## src/rtl/uart_tx_arbiter_if.sv

```systemverilog
// uart_tx_arbiter_if: requester and transmitter signals for uart_tx_arbiter
interface uart_tx_arbiter_if #(parameter int NUM_REQ = 4);
  logic [NUM_REQ-1:0] req, last, ack, grant;
  logic [8*NUM_REQ-1:0] data;
  logic busy, tx_dv, tx_active, tx_done;
  logic [7:0] tx_byte;
  modport master (input req, data, last, tx_active, tx_done, output ack, grant, busy, tx_dv, tx_byte);
  modport slave (output req, data, last, tx_active, tx_done, input ack, grant, busy, tx_dv, tx_byte);
endinterface

```

## src/rtl/uart_tx_arbiter.sv

```systemverilog
// uart_tx_arbiter: round-robin sharing of one UART transmitter; define UART_TX_ARB_LOCK_EN to lock the grant per packet
module uart_tx_arbiter #(
  parameter int NUM_REQ = 4,
  parameter int LOCK_TIMEOUT = 65535
) (
  input logic clk,
  input logic rst_n,
  uart_tx_arbiter_if.master bus
);
  localparam int IW = $clog2(NUM_REQ);
`ifdef UART_TX_ARB_LOCK_EN
  localparam int CW = $clog2(LOCK_TIMEOUT + 1);
  typedef enum logic [1:0] {IDLE, LAUNCH, WAIT, HOLD} state_t;
  logic [CW-1:0] cnt;
  logic last_q;
`else
  typedef enum logic [1:0] {IDLE, LAUNCH, WAIT} state_t;
`endif
  state_t state, state_n;
  logic [IW-1:0] owner, owner_n, ptr, win, k;
  logic [NUM_REQ-1:0] grant;
  if (NUM_REQ < 2 || NUM_REQ > 8 || LOCK_TIMEOUT < 1) begin : g_bad_params
    $error("uart_tx_arbiter: NUM_REQ must be 2..8 and LOCK_TIMEOUT >= 1");
  end
  // descending scan so the requester closest after ptr is assigned last and wins
  always_comb begin
    win = ptr;
    k = '0;
    for (int i = NUM_REQ; i >= 1; i--) begin
      k = IW'((int'(ptr) + i) % NUM_REQ);
      if (bus.req[k]) win = k;
    end
  end
  always_comb begin
    state_n = state;
    owner_n = owner;
    case (state)
      IDLE: if (|bus.req && !bus.tx_active) begin
        state_n = LAUNCH;
        owner_n = win;
      end
      LAUNCH: state_n = WAIT;
`ifdef UART_TX_ARB_LOCK_EN
      WAIT: if (bus.tx_done) state_n = last_q ? IDLE : (bus.req[owner] ? LAUNCH : HOLD);
      HOLD: state_n = bus.req[owner] ? LAUNCH : (cnt == CW'(LOCK_TIMEOUT - 1) ? IDLE : HOLD);
`else
      WAIT: if (bus.tx_done) state_n = IDLE;
`endif
      default: state_n = IDLE;
    endcase
  end
  always_ff @(posedge clk) begin
    if (!rst_n) begin
      state <= IDLE;
      owner <= '0;
      ptr <= IW'(NUM_REQ - 1);
      grant <= '0;
      bus.tx_byte <= '0;
    end else begin
      state <= state_n;
      owner <= owner_n;
      grant <= state_n == IDLE ? '0 : NUM_REQ'(1) << owner_n;
      if (state == LAUNCH) ptr <= owner;
      if (state_n == LAUNCH) bus.tx_byte <= bus.data[{owner_n, 3'b000} +: 8];
    end
  end
`ifdef UART_TX_ARB_LOCK_EN
  always_ff @(posedge clk) begin
    if (!rst_n) begin
      cnt <= '0;
      last_q <= 1'b0;
    end else begin
      cnt <= state == HOLD ? cnt + CW'(1) : '0;
      if (state_n == LAUNCH) last_q <= bus.last[owner_n];
    end
  end
`endif
  assign bus.tx_dv = state == LAUNCH;
  assign bus.ack = state == LAUNCH ? grant : '0;
  assign bus.grant = grant;
  assign bus.busy = state != IDLE;
endmodule

```

## src/flat_wrapper.sv

```systemverilog
// flat-port wrapper written by rule: the top's interface ports become plain ports
module uart_tx_arbiter_flat 
#(
  parameter int NUM_REQ = 4,
  parameter int LOCK_TIMEOUT = 65535
)
  (clk, rst_n, bus_req, bus_data, bus_last, bus_tx_active, bus_tx_done, bus_ack, bus_grant, bus_busy, bus_tx_dv, bus_tx_byte);
  uart_tx_arbiter_if #(.NUM_REQ(NUM_REQ)) bus_i ();
  input logic clk;
  input logic rst_n;
  input wire logic [$bits(bus_i.req)-1:0] bus_req;
  input wire logic [$bits(bus_i.data)-1:0] bus_data;
  input wire logic [$bits(bus_i.last)-1:0] bus_last;
  input wire logic [$bits(bus_i.tx_active)-1:0] bus_tx_active;
  input wire logic [$bits(bus_i.tx_done)-1:0] bus_tx_done;
  output wire logic [$bits(bus_i.ack)-1:0] bus_ack;
  output wire logic [$bits(bus_i.grant)-1:0] bus_grant;
  output wire logic [$bits(bus_i.busy)-1:0] bus_busy;
  output wire logic [$bits(bus_i.tx_dv)-1:0] bus_tx_dv;
  output wire logic [$bits(bus_i.tx_byte)-1:0] bus_tx_byte;
  assign bus_i.req = bus_req;
  assign bus_i.data = bus_data;
  assign bus_i.last = bus_last;
  assign bus_i.tx_active = bus_tx_active;
  assign bus_i.tx_done = bus_tx_done;
  assign bus_ack = bus_i.ack;
  assign bus_grant = bus_i.grant;
  assign bus_busy = bus_i.busy;
  assign bus_tx_dv = bus_i.tx_dv;
  assign bus_tx_byte = bus_i.tx_byte;
  uart_tx_arbiter #(.NUM_REQ(NUM_REQ), .LOCK_TIMEOUT(LOCK_TIMEOUT)) u_core (.clk(clk), .rst_n(rst_n), .bus(bus_i));
endmodule
```

## config.mk

```make
export PLATFORM = sky130hd
export DESIGN_NAME = uart_tx_arbiter_flat
export DESIGN_NICKNAME = d
export VERILOG_FILES = /design/src/rtl/uart_tx_arbiter_if.sv /design/src/rtl/uart_tx_arbiter.sv /design/src/flat_wrapper.sv
export SDC_FILE = /design/constraint.sdc
export NUM_CORES = 1
export LEC_CHECK = 0
export ABC_AREA = 1
export CAP_MARGIN = 20
export CORE_MARGIN = 2
export CORE_UTILIZATION = 40
export CTS_BUF_LIST = sky130_fd_sc_hd__clkbuf_2 sky130_fd_sc_hd__clkbuf_4 sky130_fd_sc_hd__clkbuf_8
export DETAILED_ROUTE_END_ITERATION = 8
export HOLD_SLACK_MARGIN = 0.15
export PLACE_DENSITY_LB_ADDON = 0.1
export SETUP_SLACK_MARGIN = 0.2
export SLEW_MARGIN = 20
export SYNTH_ARGS = -nofsm -noshare
export SYNTH_HDL_FRONTEND = slang
export SYNTH_SLANG_ARGS = --single-unit
```

## constraint.sdc

```tcl
create_clock -name clk -period 2 [get_ports clk]
set_input_delay 0.2 -clock clk [delete_from_list [all_inputs] [get_ports clk]]
set_output_delay 0.2 -clock clk [all_outputs]
set_load 0.03 [all_outputs]
```

After elaboration in Yosys (flattened, before gate mapping):

Index checks and enable logic that the tools add are counted.
W data, S select, Z words.

* add/sub/neg operators: 4
* order comparisons: 4
* equal/unequal tests: 3
* shift-type cells: 2
* mux-type cells: 18
* bitwise gates (word level): 1
* reduce and logical (&&, ||, !) cells: 7

Operators with widths (number)
* $shiftx A32 B6 Y8: 1
* $mux W2: 8
* $lt A2 B3 Y1 const B: 4
* $bmux W1 S2: 4
* $pmux W2 S3: 1
* $add A2 B1 Y2 const B: 2
* $add A2 B2 Y2 const B: 2
* $eq A2 B1 Y1 const B: 2
* $logic_not A2 Y1: 2
* $mux W1: 4
* $mux W4: 1
* $reduce_or A4 Y1: 1
* $shl A1 B2 Y4 const A: 1
* $eq A2 B2 Y1 const B: 1
* $reduce_bool A2 Y1: 1
* $reduce_or A2 Y1: 1
* $logic_and A1 B1 Y1: 1
* $logic_not A1 Y1: 1
* $not A1 Y1: 1

* register bits: 18
* input bits: 44
* logic and storage cells: 44

Logic depth before layout (Yosys ltp):

* depth in word-level cells: 10
* mapped depth: 18

Least setup slack after synthesis:

OpenSTA, ideal clock, no wires.

* path kind: reg-to-output
* start: register u_core.state[0]
* end: output port bus_ack[0]
* arrival: 1.550 ns
* path slack: 0.250 ns
* stages on the path, launching flop included: 5
* cell sequence: dfxtp_1 > inv_1 > nor2_1 > inv_1 > nor2_1

* longest elaborated chain between the ends: 2

Ends and longest elaborated chain
* start, declared: RTL line uart_tx_arbiter.sv:19 `state_t state, state_n;`
* start signal, assigned: RTL line uart_tx_arbiter.sv:60 `state <= state_n;`
* $eq A2 B1 Y1
* net bus_tx_dv: RTL line flat_wrapper.sv:19 `output wire logic [$bits(bus_i.tx_dv)-1:0] bus_tx_dv;`
* $mux W4: RTL line uart_tx_arbiter.sv:79 `assign bus.ack = state == LAUNCH ? grant : '0;`
* end, declared: RTL line flat_wrapper.sv:16 `output wire logic [$bits(bus_i.ack)-1:0] bus_ack;`

The timed path passes the listed nets, and every way through them passes these cells.

Final worst setup path:

* start: register u_core.ptr[0]
* end: register u_core.owner[0]

* longest elaborated chain between the ends: 9
* elaborated cells between the ends (all ways): 18
* those cells by class: add/sub: 4; mux: 14

Ends and longest elaborated chain
* start, declared: RTL line uart_tx_arbiter.sv:20 `logic [IW-1:0] owner, owner_n, ptr, win, k;`
* start signal, assigned: RTL line uart_tx_arbiter.sv:56 `ptr <= IW'(NUM_REQ - 1);`
* start signal, assigned: RTL line uart_tx_arbiter.sv:63 `if (state == LAUNCH) ptr <= owner;`
* $add A2 B1 Y2: RTL line uart_tx_arbiter.sv:30 `k = IW'((int'(ptr) + i) % NUM_REQ);`
* $bmux W1 S2: RTL line uart_tx_arbiter.sv:31 `if (bus.req[k]) win = k;`
* $mux W1 (not written as such): RTL line uart_tx_arbiter.sv:31
* $mux W2 (3 in series): RTL line uart_tx_arbiter.sv:31
* $mux W2 *: RTL line uart_tx_arbiter.sv:31
* $mux W2 *: RTL line uart_tx_arbiter.sv:38 `IDLE: if (|bus.req && !bus.tx_active) begin`
* $mux W2 *: RTL line uart_tx_arbiter.sv:37 `case (state)`
* end signal, assigned: RTL line uart_tx_arbiter.sv:61 `owner <= owner_n;`
* end, declared: RTL line uart_tx_arbiter.sv:20

Every way passes the cells marked *; elsewhere a longest branch is shown, timed or not. The select of a mux whose other input is x is not followed.
A chain may end at the register's enable or synchronous reset.

==> reports/metrics.csv <==
metric,value,unit
period_minus_slack,1770,ps
ys_ff_latch,18,
synthMuxAreaShare,0,%
synth_fp_nets,280,
status,finished clean,
critPathRequiredTime,2130,ps
clk_pin_slew,80,ps
grt_first_pass_wirelength,6000,um
dieWidth,64.7,um
dp_hpwl,2630,um
vias,1592,
rows,22,
synth_compound_area_share,1.70,%
chipHeight,64.7,um
r2r_start,u_core.ptr[0]$_SDFFE_PN1N_,
gp_congestion,0.788,
finalNetCount,349,
layout-drive-gt1-share,18.4,%
syn_area,1470,um2
crit_chain,buf_6 > inv_8 > nand2_1 > nand2_1 > nand2_1 > nand2_2 > clkinv_2 > nand2_2 > nand2_2 > nand3_4 > nand2_8 > buf_8 > buf_4 > inv_1 > nor2_1,
cts.sinks,18,
cp-start-kind,register,
grt.total_usage,17.9,%
antenna_found_initial,0,
postRouteAntennaNets,0,
hold_buffers,0,
rsz0062_at_grt,yes,
clk_path_buf_depth,2,
place_area,2130,um2
drt_wl_total,3530,um
avgRoutedWirePerCell,10.0,um
clock_latency,260,ps
p_per_area,629,nW/um2
fillCellCount,343,
critPathLaunch,u_core.ptr[0]$_SDFFE_PN1N_,
cpMaxStageDelayCell,dfxtp_2,
finalPower,1420,uW
vias_per_cell,4.52,
io_pins,62,
cp_max_fo,9,
synth_warnings,0,
cts_tree,built,
cts_root_buffer,clkbuf_8,
clock_skew,9.63,ps
setup_violations,0,
hp-start,u_core.owner[1]$_SDFF_PN0_,
crit_type,register to register,
end_kind,register,
htreeDepth,1,
crit_family,buffers and inverters,
syn-mean-instance-area,6.25,um2
final-max-slew-violation-count,0,
relSlewSlack,70.8,%
drcViolationCount,0,
drv_cap,0,
async_flop_share,0,%
slowest_delay,320,ps
ys_types,24,
fmax,564,MHz
synth_top_area_share,24.4,%
synth_area_leaders,"dfxtp_1 24%, nand3_1 16%, inv_1 14%",
synth_edf_count,0,
yosys.area.top_type,dfxtp_1,
worst_hold_slack,479,ps
die-area,4190,um2
grt_pass1_vias,1464,
firstDrtPassIters,4,
synth_adder_area_share,0,%
synth_top_family_by_area,simple AND/OR/NAND/NOR gates,
synth-xor-area-share,0,%
power_leakage,0.00122,uW
area_growth,52.5,%
hold_class,register to register,
start_util,40.9,%
core-area,3610,um2
grt_max_degree,14,
grt_overflow_total,0,
timing_hold_violations_final,0,
yosys.area_share.simple,51.5,%
port-buffer-count,57,
drt-initial-drc-count,90,
cp.buffers_inverters,6,
synthCells,236,
n_antenna_cell,0,
stdcell_area,2250,um2
tightestPinTransition,438,ps
critical_path_arrival,1900,ps
cts_buffers,3,
finalCritPeriodShare,88.6,%
ys.flop_type,dfxtp_1,
ir_drop,0.000287,V
seq_area_frac_synth,24.4,%
-- cells in the mapped netlist, types with 2 or more instances --
cell / count
inv_1: 55
nand3_1: 48
nand2_1: 39
nor2_1: 31
dfxtp_1: 18
nand2_2: 9
nand2_4: 8
nand3_2: 8
buf_6: 4
o211ai_1: 2
-- cell type report --
type	count	area, um2	area share (%)
Clock buffer	4	55.1	2.45
Inverter	59	244	10.9
Timing Repair Buffer	73	721	32.1
Multi-Input combinational cell	150	806	35.8
Tap cell	48	60.1	2.67
Sequential cell	18	363	16.1
-- cell usage in the layout (no fill, tap or decap) --
master           netlist  layout
buf_8                  0       1
inv_1                 55      55
a21oi_1                1       1
nand2_4                8       7
dfxtp_2                0       2
or2_1                  1       1
nand3_1               48      46
dfxtp_1               18      16
buf_12                 1       2
clkbuf_8               0       4
bufinv_8               1       1
buf_6                  4       1
clkinv_2               1       1
nand2_8                0       1
buf_4                  1      12
nand2_1               39      38
dlygate4sd2_1          0       5
nand3_2                8      10
inv_8                  1       1
o21ai_0                1       1
nand2_2                9      10
clkdlybuf4s50_1        0      52
or2_2                  1       1
nor2_1                31      31
o211ai_1               2       2
inv_2                  1       1
nand3_4                1       1
-- layer usage --
metal / routed length [um] / up-vias / global-route usage (%)
li1: - / 839 / -
met1: 1580 / 683 / 22.9
met2: 1570 / 62 / 29.1
met3: 314 / 8 / 3.82
met4: 73 / 0 / 7.18
met5: 0 / - / 0
-- cell families after synthesis --
| group | Yosys count |
|---|---|
| AND/OR/NAND/NOR | 146 |
| buffers and inverters | 68 |
| AO/OA/AOI/OAI | 4 |
| flip-flops | 18 |
-- worst reg2reg max path: cells and delay by family, from the launching register on --
| family | cells | cell delay [ps] |
|---|---|---|
| flip-flops | 1 | 320 |
| buffers and inverters | 6 | 660 |
| AND/OR/NAND/NOR | 9 | 660 |
-- flip-flops by register name, indices dropped and copies added, names as in the netlist --
| register | count |
|---|---|
| u_core.ptr | 2 |
| u_core.bus.grant | 4 |
| u_core.bus.tx_byte | 8 |
| u_core.owner | 2 |
| u_core.state | 2 |
-- final timing paths --
path | to | slack, ps | cells after the start
hold / removal | u_core.ptr[1]$_SDFFE_PN1N_ | 480 | 2
setup reg to reg | u_core.owner[0]$_SDFF_PN0_ | 230 | 15
setup / recovery | u_core.owner[0]$_SDFF_PN0_ | 230 | 15
hold reg to reg | u_core.ptr[1]$_SDFFE_PN1N_ | 480 | 2
-- per-stage QoR --
step / util, % / setup TNS, ps / cells / worst slack (ps)
2_1_floorplan: - / 0 / 236 / 250
3_3_place_gp: 59.0 / -2.97 / 343 / -2.97
3_5_place_dp: 59.0 / -5.71 / 343 / -5.71
4_1_cts: 60.7 / 0 / 347 / 226
5_1_grt: 62.4 / 0 / 352 / 94.3
6_report: 62.4 / 0 / 352 / 228
-- power by group --
part	internal (uW)	switching, uW
sequential	395	19.5
clock	175	132
combinational	326	368
total	896	520
-- repair_timing --
action	in CTS	in global routing
resized for setup	7	7
setup buffers	0	5
setup endpoints to repair	8	8
pin swaps	0	1
Note: power is estimated with default switching activity, not from simulation.
